$ cat config.mk
export PLATFORM = sky130hd
export DESIGN_NAME = moore_pattern_gen
export DESIGN_NICKNAME = d
export VERILOG_FILES = /design/src/rtl/moore_pattern_gen.sv
export SDC_FILE = /design/constraint.sdc
export NUM_CORES = 1
export LEC_CHECK = 0
export BUFFER_PORTS_ARGS = -buffer_cell sky130_fd_sc_hd__buf_4
export CAP_MARGIN = 20
export CELL_PAD_IN_SITES_DETAIL_PLACEMENT = 1
export CELL_PAD_IN_SITES_GLOBAL_PLACEMENT = 1
export CORE_AREA = 2 2 59 61
export CTS_BUF_LIST = sky130_fd_sc_hd__clkbuf_2
export DETAILED_ROUTE_END_ITERATION = 10
export DIE_AREA = 0 0 61 63
export PLACE_DENSITY_LB_ADDON = 0.1
export SYNTH_ARGS = -nofsm -noshare
export SYNTH_HDL_FRONTEND = slang
export SYNTH_SLANG_ARGS = --single-unit
$ cat constraint.sdc
create_clock -name clk -period 2 [get_ports clk]
set_clock_uncertainty 0.05 [all_clocks]
set_input_delay 0.2 -clock clk [delete_from_list [all_inputs] [get_ports clk]]
set_output_delay 0.2 -clock clk [all_outputs]
set_load 0.1 [all_outputs]
$ cat src/rtl/moore_pattern_gen.sv
// Serial pattern transmitter: shifts a latched PAT_W-bit pattern out MSB-first,
// repeat_n times, with GAP idle cycles between repetitions. Moore outputs, all registered.
module moore_pattern_gen #(
  parameter int PAT_W = 4,
  parameter int CNT_W = 8,
  parameter int GAP   = 0
) (
  input  logic             clk,
  input  logic             rst,
  input  logic             start,
  input  logic [PAT_W-1:0] pattern_in,
  input  logic [CNT_W-1:0] repeat_n,
  output logic             dout,
  output logic             valid,
  output logic             frame_start,
  output logic             busy,
  output logic             done
);

  localparam int IDX_W = (PAT_W > 1) ? $clog2(PAT_W) : 1;
  localparam logic [IDX_W-1:0] MSB_IDX  = IDX_W'(PAT_W - 1);
  localparam logic [3:0]       GAP_LOAD = (GAP > 0) ? 4'(GAP - 1) : 4'd0;
  localparam logic [CNT_W-1:0] ONE_REP  = CNT_W'(1);

  typedef enum logic [1:0] {
    S_IDLE,
    S_SEND,
    S_GAP,
    S_DONE
  } state_t;

  state_t           state, state_next;
  logic [PAT_W-1:0] pat_q, pat_next;
  logic [IDX_W-1:0] bit_idx, bit_next;
  logic [CNT_W-1:0] rep_cnt, rep_next;
  logic [3:0]       gap_cnt, gap_next;

  always_comb begin
    state_next = state;
    pat_next   = pat_q;
    bit_next   = bit_idx;
    rep_next   = rep_cnt;
    gap_next   = gap_cnt;
    case (state)
      S_IDLE: begin
        if (start) begin
          if (repeat_n != '0) begin
            pat_next   = pattern_in;
            rep_next   = repeat_n;
            bit_next   = MSB_IDX;
            state_next = S_SEND;
          end else begin
            state_next = S_DONE;
          end
        end
      end
      S_SEND: begin
        if (bit_idx == '0) begin
          rep_next = rep_cnt - ONE_REP;
          if (rep_cnt == ONE_REP) begin
            state_next = S_DONE;
          end else if (GAP > 0) begin
            gap_next   = GAP_LOAD;
            state_next = S_GAP;
          end else begin
            // Back-to-back repetitions: reload the MSB with no bubble.
            bit_next = MSB_IDX;
          end
        end else begin
          bit_next = bit_idx - 1'b1;
        end
      end
      S_GAP: begin
        if (gap_cnt == '0) begin
          bit_next   = MSB_IDX;
          state_next = S_SEND;
        end else begin
          gap_next = gap_cnt - 1'b1;
        end
      end
      S_DONE: begin
        state_next = S_IDLE;
      end
      default: begin
        state_next = S_IDLE;
      end
    endcase
  end

  // Outputs are decoded from the next state so they line up with the state register.
  always_ff @(posedge clk) begin
    if (rst) begin
      state       <= S_IDLE;
      pat_q       <= '0;
      bit_idx     <= '0;
      rep_cnt     <= '0;
      gap_cnt     <= '0;
      dout        <= 1'b0;
      valid       <= 1'b0;
      frame_start <= 1'b0;
      busy        <= 1'b0;
      done        <= 1'b0;
    end else begin
      state       <= state_next;
      pat_q       <= pat_next;
      bit_idx     <= bit_next;
      rep_cnt     <= rep_next;
      gap_cnt     <= gap_next;
      valid       <= (state_next == S_SEND);
      dout        <= (state_next == S_SEND) && pat_next[bit_next];
      frame_start <= (state_next == S_SEND) && (bit_next == MSB_IDX);
      busy        <= (state_next != S_IDLE);
      done        <= (state_next == S_DONE);
    end
  end

endmodule
# --- After elaboration in Yosys (flattened, before gate mapping) ---
# Index checks and enable logic that the tools add are counted.
# Widths: inputs -> output; s select.
word_totals:
  ff_bits: 25
  inputBits: 15
  out_inout_bits: 5
  wordCells: 56
op_classes:
  n_addsub: 3
  order_cmp: 1
  n_eq_ne: 10
  muxes: 21
  n_bitwise: 1
  reduce_logical: 10
ops:
  columns: ["operator", "count"]
  rows:
  - ["$mux 8", 3]
  - ["$mux 2", 10]
  - ["$pmux 8 s2", 1]
  - ["$mux 4", 3]
  - ["$eq 2x2->1 const B", 4]
  - ["$eq 8x1->1 const B", 1]
  - ["$pmux 2 s4", 1]
  - ["$reduce_bool 8->1", 1]
  - ["$sub 8x1->8 const B", 1]
  - ["$ne 2x2->1 const B", 3]
  - ["$pmux 2 s3", 1]
  - ["$eq 2x1->1 const B", 2]
  - ["$logic_not 2->1", 2]
  - ["$logic_not 4->1", 1]
  - ["$reduce_and 4->1", 1]
  - ["$reduce_bool 2->1", 2]
  - ["$sub 4x1->4 const B", 1]
  - ["$lt 2x3->1 const B", 1]
  - ["$bmux 1 s2", 1]
  - ["$logic_and 1x1->1", 2]
  - ["$reduce_and 2->1", 1]
  - ["$sub 2x1->2 const B", 1]
  - ["$mux 1", 1]
  - ["$not 1->1", 1]

# --- Longest topological paths before layout ---
# Gate-level depths: netlist of run 1.
depth:
  depth_word: 7
  depth_mapped: 8
  mapped_depth_nobuf: 7

# --- Worst setup path before layout of run 1 ---
# Ideal clock, no wire load.
synth_path:
  path_kind: "register -> register"
  from: "register rep_cnt[1]"
  to: "register dout"
  setup_time_ns: 0.131
  arrival_time_ns: 1.631
  required_ns: 1.819
  path_slack_ns: 0.189
  stages_incl_launch_ff: 8
  path_buffers: 0
  synth_period_minus_slack_ns: 1.811
  cell_sequence: "dfxtp_1 inv_1 ha_1 nor3b_1 a21boi_1 or2_4 a2111oi_2 nor4b_2"
synth_via:
  elab_chain_len: 7
  elab_cells_between_ends: 11
  cone_classes: "2 x eq/ne; 8 x mux; 1 x reduce/logical"
synth_rtl:
  columns: ["element", "line", "rtl"]
  rows:
  - ["from (decl)", "35", "logic [CNT_W-1:0] rep_cnt, rep_next;"]
  - ["from (signal assigned)", "107", "rep_cnt <= rep_next;"]
  - ["$eq 8x1->1 (*)", "60", "if (rep_cnt == ONE_REP) begin"]
  - ["$mux 2", "60", null]
  - ["$mux 2", "58", "if (bit_idx == '0) begin"]
  - ["$pmux 2 s3", "44", "case (state)"]
  - ["$bmux 1 s2", "110", "dout <= (state_next == S_SEND) && pat_next[bit_next];"]
  - ["$mux 1 (not written as such)", "110", null]
  - ["$logic_and 1x1->1 (*)", "110", null]
  - ["to (signal assigned)", "110", null]
  - ["to (decl)", "13", "output logic dout,"]
# Every way passes the cells marked *; elsewhere a longest branch is shown, timed or not. The select of a mux whose other input is x is not followed.
# A chain may end at the register's enable or synchronous reset.

# --- Worst setup path in the final report of run 1 ---
layout_path:
  from: "register gap_cnt[1]"
  to: "register dout"
layout_via:
  elab_chain_len: 6
  elab_cells_between_ends: 9
  cone_classes: "1 x eq/ne; 6 x mux; 2 x reduce/logical"
layout_rtl:
  columns: ["element", "line", "rtl"]
  rows:
  - ["from (decl)", "36", "logic [3:0] gap_cnt, gap_next;"]
  - ["from (signal assigned)", "108", "gap_cnt <= gap_next;"]
  - ["$logic_not 4->1 (*)", "74", "if (gap_cnt == '0) begin"]
  - ["$mux 2", "74", null]
  - ["$pmux 2 s3", "44", null]
  - ["$bmux 1 s2", "110", null]
  - ["$mux 1 (not written as such)", "110", null]
  - ["$logic_and 1x1->1 (*)", "110", null]
# Marks and branches as above.

==> run metrics, run 1 <==
Comb power frac=33.0%; Async SR Flop Fraction=0%; # setup viols final=0; commonest non-fill, non-tap cells in the layout=sky130_fd_sc_hd__buf_4, sky130_fd_sc_hd__nand2_1, sky130_fd_sc_hd__dfxtp_1; xor-xnor portion of the synthesized cell area=2.00%; max-cap check violation count=0; number of enable-type register cells in the synthesized netlist=0; Fmax achieved=515 MHz; critical path capture point type=register; routed vias=1221; core region area=3230 sq um; pre-CTS WS=-0.0959 ns; WP data arrival=2.19 ns; layout cell share with drive strength beyond 1=31.1%; initial antenna violation count=0; maximum number of pins on one net before global-route repair=21; number of fill cells in the layout=401; number of buffers created by CTS=3; final number of hold-violating endpoints=0; Sw Share=36.9%; combined area of the multi-input logic cells=812 sq um; post-synthesis instance area=1320 sq um; simple-gate share of the synthesized area=29.9%; routed length per placed instance=15.0 um; mean instance size in the synthesized netlist=8.32 sq um; yosys warns=0; final worst path period share=97.1%; Worst-Margin Slew=0.420 ns; share of power burned in registers=48.9%; time the worst path needs with I/O delays and setup=1.94 ns; number of diodes added for antenna fixing=0; total global routing overflow=0; gate count of the mapped netlist=158; final wirelength=3530 um; power share of the clock group=18.1%; final weighted congestion of routability-driven global placement=0.769; horizontal die dimension=61 um; most common cell after layout, fill and taps aside=sky130_fd_sc_hd__buf_4; most frequently used flop master after synthesis=sky130_fd_sc_hd__dfxtp_1; post-route ant nets=0; number of buffers inserted by port buffering=19; number of placement rows=21; Residual DRC=0; portion of the post-synthesis area used by sequential elements=38.1%; buffer depth of the longest clock path=2; Netlist cell types=41; number of violations reported at the end of detailed-routing iteration 0=22; clock slew at reported path FFs=0.27 ns; root buffer cell=sky130_fd_sc_hd__clkbuf_2; Die Span Y=63 um; IO Pins=20; clock insertion delay at the later pin of the skew report=0.36 ns; clock sink count=25; Die ar.=3840 sq um; area grow syn2layout=29.3%; Post-layout nets=209; H-tree depth=1; half-perimeter wire length after placement=2550 um; Worst Setup Start Kind=register; IR Drop Worst-Case VDD=0.333 mV; largest family of logic cells by synthesized area=simple AND/OR/NAND/NOR gates; wire length of the first global-routing pass=5790 um; drt first pass iters=2; switching component of the power=0.000438 W; Worst Path Max Fanout=5; cell internal power dissipation=0.000751 W; vias in the first global route=1285; endpoint required time on the critical path=2.25 ns; synthesized-area fraction occupied by adder cells=2.85%; total global-route track usage=19.5%; CP Class=register to register; area taken by flip-flops and latches=505 sq um; Area after DPL=1550 sq um; ratio of total power to cell area=699 nW/um^2; initial cell density of the core=40.7%; smallest setup slack after layout=0.0579 ns; worst slew margin relative to its limit=72.0%; max-slew violations=0; multiplexer share of the synthesized area=0%; post-route cell area=1700 sq um; net count after synthesis=176; Leakage Power=0.674 nW; outcome=finished, final reports clean; class of the worst hold path=input pin to register; Synth Area in Compound Gates=22.2%; flops & latches, synth=25; vias per cell=5.17; TritonCTS clock tree=yes
==> metal layers <==
layer  global-route usage (%)  wire (um)  up-vias
met1                     25.0       1570      585
met4                     4.62         40        0
li1                         -          -      618
met5                        0          0        -
met3                     3.31         81        4
met2                     33.2       1840       14
==> cells in the mapped netlist, types with 2 or more instances <==
cell	number	area (sq um)
sky130_fd_sc_hd__clkbuf_1	4	15.0
sky130_fd_sc_hd__nor4b_2	2	30.0
sky130_fd_sc_hd__xor2_1	2	17.5
sky130_fd_sc_hd__nand2_1	27	101
sky130_fd_sc_hd__dfxtp_1	25	500
sky130_fd_sc_hd__or2_4	2	17.5
sky130_fd_sc_hd__nor2_1	19	71.3
sky130_fd_sc_hd__buf_2	2	10.0
sky130_fd_sc_hd__nand2b_1	3	18.8
sky130_fd_sc_hd__inv_1	7	26.3
sky130_fd_sc_hd__nor4_2	2	25.0
sky130_fd_sc_hd__a21oi_1	13	65.1
sky130_fd_sc_hd__ha_1	3	37.5
sky130_fd_sc_hd__a211oi_1	5	37.5
sky130_fd_sc_hd__nor2b_1	3	18.8
sky130_fd_sc_hd__nor3b_1	3	22.5
sky130_fd_sc_hd__nand3_1	3	15.0
sky130_fd_sc_hd__nor3_1	2	10.0
sky130_fd_sc_hd__o22ai_1	4	25.0
sky130_fd_sc_hd__o21ai_0	5	25.0
sky130_fd_sc_hd__o21ai_1	2	10.0
==> path summary, 6_finish.rpt <==
path                                  from          to  slack [ns]  depth (start not counted)
worst min-delay path                   rst  rep_cnt[5]        0.09                          2
worst min register to register    pat_q[1]    pat_q[1]        0.43                          2
worst max register to register  gap_cnt[1]        dout        0.06                          7
worst max-delay path            gap_cnt[1]        dout        0.06                          7
==> cells by family after synthesis <==
kind of cell | count (synthesis)
compound gates | 40
fa+ha+maj | 3
simple gates | 72
xor+xnor | 3
flops | 25
buf+inv | 15
==> what timing repair did <==
action | 4_1_cts | 5_1_grt
hold buffers | 2 | 2
setup buffers | 2 | 1
setup endpoints to repair | 2 | 2
pin swaps | 1 | 7
hold endpoints to repair | 2 | 2
gates resized for setup | 5 | 12
==> through the flow <==
| stage | util, % | setup TNS [ns] | power (W) | hold WS, ns | cells |
|---|---|---|---|---|---|
| final | 52.6 | 0 | 0.00119 | 0.0852 | 236 |
| after global routing | 52.6 | -0.0220 | 0.00127 | 0.0537 | 236 |
| after CTS | 50.1 | 0 | 0.00116 | 0.000397 | 233 |
| after detailed placement | 47.9 | -0.0959 | 0.000942 | 0.386 | 225 |
| after global placement | 47.9 | 0 | 0.000927 | 0.376 | 225 |
| after floorplan | - | 0 | 0.000828 | 0.286 | 158 |
==> critical path, cell delays in order, from the launching register on <==
cell                      delay, ns
sky130_fd_sc_hd__dfxtp_2       0.38
sky130_fd_sc_hd__inv_1         0.06
sky130_fd_sc_hd__ha_1          0.16
sky130_fd_sc_hd__or3b_4        0.42
sky130_fd_sc_hd__o22a_1        0.24
sky130_fd_sc_hd__or2_4         0.26
sky130_fd_sc_hd__nor2_4        0.12
sky130_fd_sc_hd__nor4b_4       0.18
==> final cells by class <==
type | count | share of cell area (%)
flip-flops and latches | 25 | 29.7
inverters | 8 | 1.77
clock buffers | 3 | 0.883
well taps | 46 | 3.38
clock inverters | 1 | 0.442
multi-input cells | 118 | 47.8
repair buffers | 35 | 16.0
==> power groups by stage <==
| stage | clock network, W | logic, W | registers (W) |
|---|---|---|---|
| floorplan | 0 | 0.000196 | 0.000632 |
| global route | 0.000251 | 0.000429 | 0.000589 |
| finish | 0.000215 | 0.000393 | 0.000582 |
| CTS | 0.000219 | 0.000362 | 0.000577 |
| detailed placement | 0 | 0.000355 | 0.000587 |
| global placement | 0 | 0.000344 | 0.000583 |
==> state kept, by name, summed over array words and instances, names as in the netlist <==
name	cells
bit_idx	2
rep_cnt	8
pat_q	4
done	1
state	2
frame_start	1
gap_cnt	4
valid	1
busy	1
dout	1
Power figures use the tool's default switching activity.
==> run 2: changes to the inputs <==
==> config.mk (replaced) <==
export PLATFORM = sky130hd
export DESIGN_NAME = moore_pattern_gen
export DESIGN_NICKNAME = d
export VERILOG_FILES = /design/src/rtl/moore_pattern_gen.sv
export SDC_FILE = /design/constraint.sdc
export NUM_CORES = 1
export LEC_CHECK = 0
export BUFFER_PORTS_ARGS = -buffer_cell sky130_fd_sc_hd__buf_4
export CAP_MARGIN = 20
export CORE_AREA = 2 2 55 57
export CTS_BUF_LIST = sky130_fd_sc_hd__clkbuf_2
export DETAILED_ROUTE_END_ITERATION = 10
export DIE_AREA = 0 0 57 59
export PLACE_DENSITY = 0.69
export SYNTH_ARGS = -nofsm -noshare
export SYNTH_HDL_FRONTEND = slang
export SYNTH_SLANG_ARGS = --single-unit
==> run metrics, run 2 (synthesis results as in run 1) <==
outcome=finished, final reports clean; power share of the clock group=19.2%; vias in the first global route=1220; root buffer cell=sky130_fd_sc_hd__clkbuf_2; vias per cell=5.50; capturing point of the worst reg2reg path=frame_start; cell internal power dissipation=0.000746 W; max-slew violations=0; routed wl met2=1520 um; number of violations reported at the end of detailed-routing iteration 0=26; half-perimeter wire length after placement=2120 um; met1 layer wirelength in the final routing=1380 um; origin of the critical flop-to-flop path=gap_cnt[0]; Sw Share=36.6%; routed vias=1200; Most flops, register=rep_cnt; TritonCTS clock tree=yes; number of buffers inserted by port buffering=19; wire length of the first global-routing pass=5160 um; maximum number of pins on one net before global-route repair=21; Comb power frac=31.1%; commonest non-fill, non-tap cells in the layout=sky130_fd_sc_hd__buf_4, sky130_fd_sc_hd__nand2_1, sky130_fd_sc_hd__dfxtp_1; setup repair after global routing missed its margin=yes; area grow syn2layout=25.5%; max reg flops=8; critical path capture point type=register; Worst-Margin Slew=0.454 ns; detailed-routed wire length on met3=133 um; Die Span Y=59 um; H-tree depth=1; clock sink count=25; Final Hold Slack=0.0650 ns; total global-route track usage=19.3%; drt first pass iters=4; Fmax achieved=527 MHz; end point of the most critical hold path=rep_cnt[7]; Worst Hold Path Cells=2; final weighted congestion of routability-driven global placement=0.884; horizontal die dimension=57 um; worst reg2reg setup slack=0.10 ns; Final Util=60.9%; ratio of total power to cell area=712 nW/um^2; initial antenna violation count=0; endpoint required time on the critical path=2.26 ns; total global routing overflow=0; buffer depth of the longest clock path=2; clock insertion delay at the later pin of the skew report=0.38 ns; class of the worst hold path=input pin to register; layout cell share with drive strength beyond 1=27.8%; final wirelength=3090 um; number of placement rows=19; Residual DRC=0; number of fill cells in the layout=256; post-route ant nets=0; switching component of the power=0.000430 W; number of buffer and inverter instances along the worst setup path=1; WP data arrival=2.16 ns; TNS Setup=0 ns; most common cell after layout, fill and taps aside=sky130_fd_sc_hd__buf_4; Critical Path Max Stage Delay=0.41 ns; Worst R2R Path Depth=6; Worst path slowest cell=sky130_fd_sc_hd__or3b_4; Worst Setup Start Kind=register; # setup viols final=0; Worst Path Max Fanout=5; clock slew at reported path FFs=0.26 ns; max-cap check violation count=0; CP delay by family, top=simple AND/OR/NAND/NOR gates; sequence of cells on the critical path=inv_1 > ha_1 > or3b_4 > o22a_1 > or2_4 > nor4_1; IO Pins=20; CP Class=register to register; Leakage Power=0.664 nW; number of diodes added for antenna fixing=0; IR Drop Worst-Case VDD=0.521 mV; Post-layout nets=206; worst hold start=rst; worst slew margin relative to its limit=69.7%; final worst path period share=94.8%; final number of hold-violating endpoints=0; initial cell density of the core=48.5%; Die ar.=3360 sq um; number of buffers created by CTS=3; highest metal layer with signal wires=met4; core region area=2710 sq um; time the worst path needs with I/O delays and setup=1.90 ns; share of power burned in registers=49.6%; routed length per placed instance=14.2 um; largest registers=rep_cnt x8, gap_cnt x4, pat_q x4
run 2: how the worst max path moves through the flow:
| stage | start | end | cells past startpoint |
|---|---|---|---|
| 6_report | gap_cnt[0] | frame_start | 6 |
| 5_1_grt | rep_cnt[1] | dout | 7 |
| 4_1_cts | gap_cnt[0] | dout | 7 |
| 3_5_place_dp | rep_cnt[1] | dout | 7 |
| 3_3_place_gp | gap_cnt[0] | dout | 7 |
| 2_1_floorplan | rep_cnt[1] | dout | 7 |
run 2: layout make-up:
class	instances	area, sq um	share of cell area, %
well taps	31	38.8	2.35
inverters	8	30.0	1.82
repair buffers	32	250	15.2
clock inverters	1	8.76	0.531
multi-input cells	118	803	48.7
flip-flops and latches	25	504	30.6
clock buffers	3	15.0	0.910
run 2: routing by layer:
layer  global-route usage (%)  up-vias
met5                        0        -
met4                     6.98        0
met3                     4.59        8
met2                     34.2       30
met1                     23.0      555
li1                         -      607
run 2: worst register-to-register path: cells and delay by family (launching register included):
family | cells | cell delay [ns]
compound gates | 1 | 0.23
simple gates | 3 | 0.97
fa+ha+maj | 1 | 0.15
flops | 1 | 0.38
buf+inv | 1 | 0.05
run 2: per-stage QoR:
stage | total power (W) | worst slack, ns | cell area (sq um) | instances
finish | 0.00118 | 0.104 | 1650 | 218
global route | 0.00125 | -0.00621 | 1650 | 218
CTS | 0.00115 | 0.0258 | 1580 | 215
detailed placement | 0.000922 | -0.00167 | 1510 | 207
global placement | 0.000914 | 0.0602 | 1510 | 207
floorplan | 0.000828 | 0.189 | 1320 | 158
run 2: power by group through the flow:
| stage | Sequential, W | Combinational [W] | Clock [W] |
|---|---|---|---|
| floorplan | 0.000632 | 0.000196 | 0 |
| global placement | 0.000587 | 0.000328 | 0 |
| detailed placement | 0.000587 | 0.000335 | 0 |
| CTS | 0.000579 | 0.000343 | 0.000231 |
| global route | 0.000590 | 0.000406 | 0.000253 |
| finish | 0.000584 | 0.000366 | 0.000226 |
run 2: repair_timing:
item	CTS	global route
hold endpoints to repair	4	0
buffers inserted	0	3
pin swaps	0	2
hold buffers	4	0
setup endpoints to repair	1	3
resized for setup	3	10
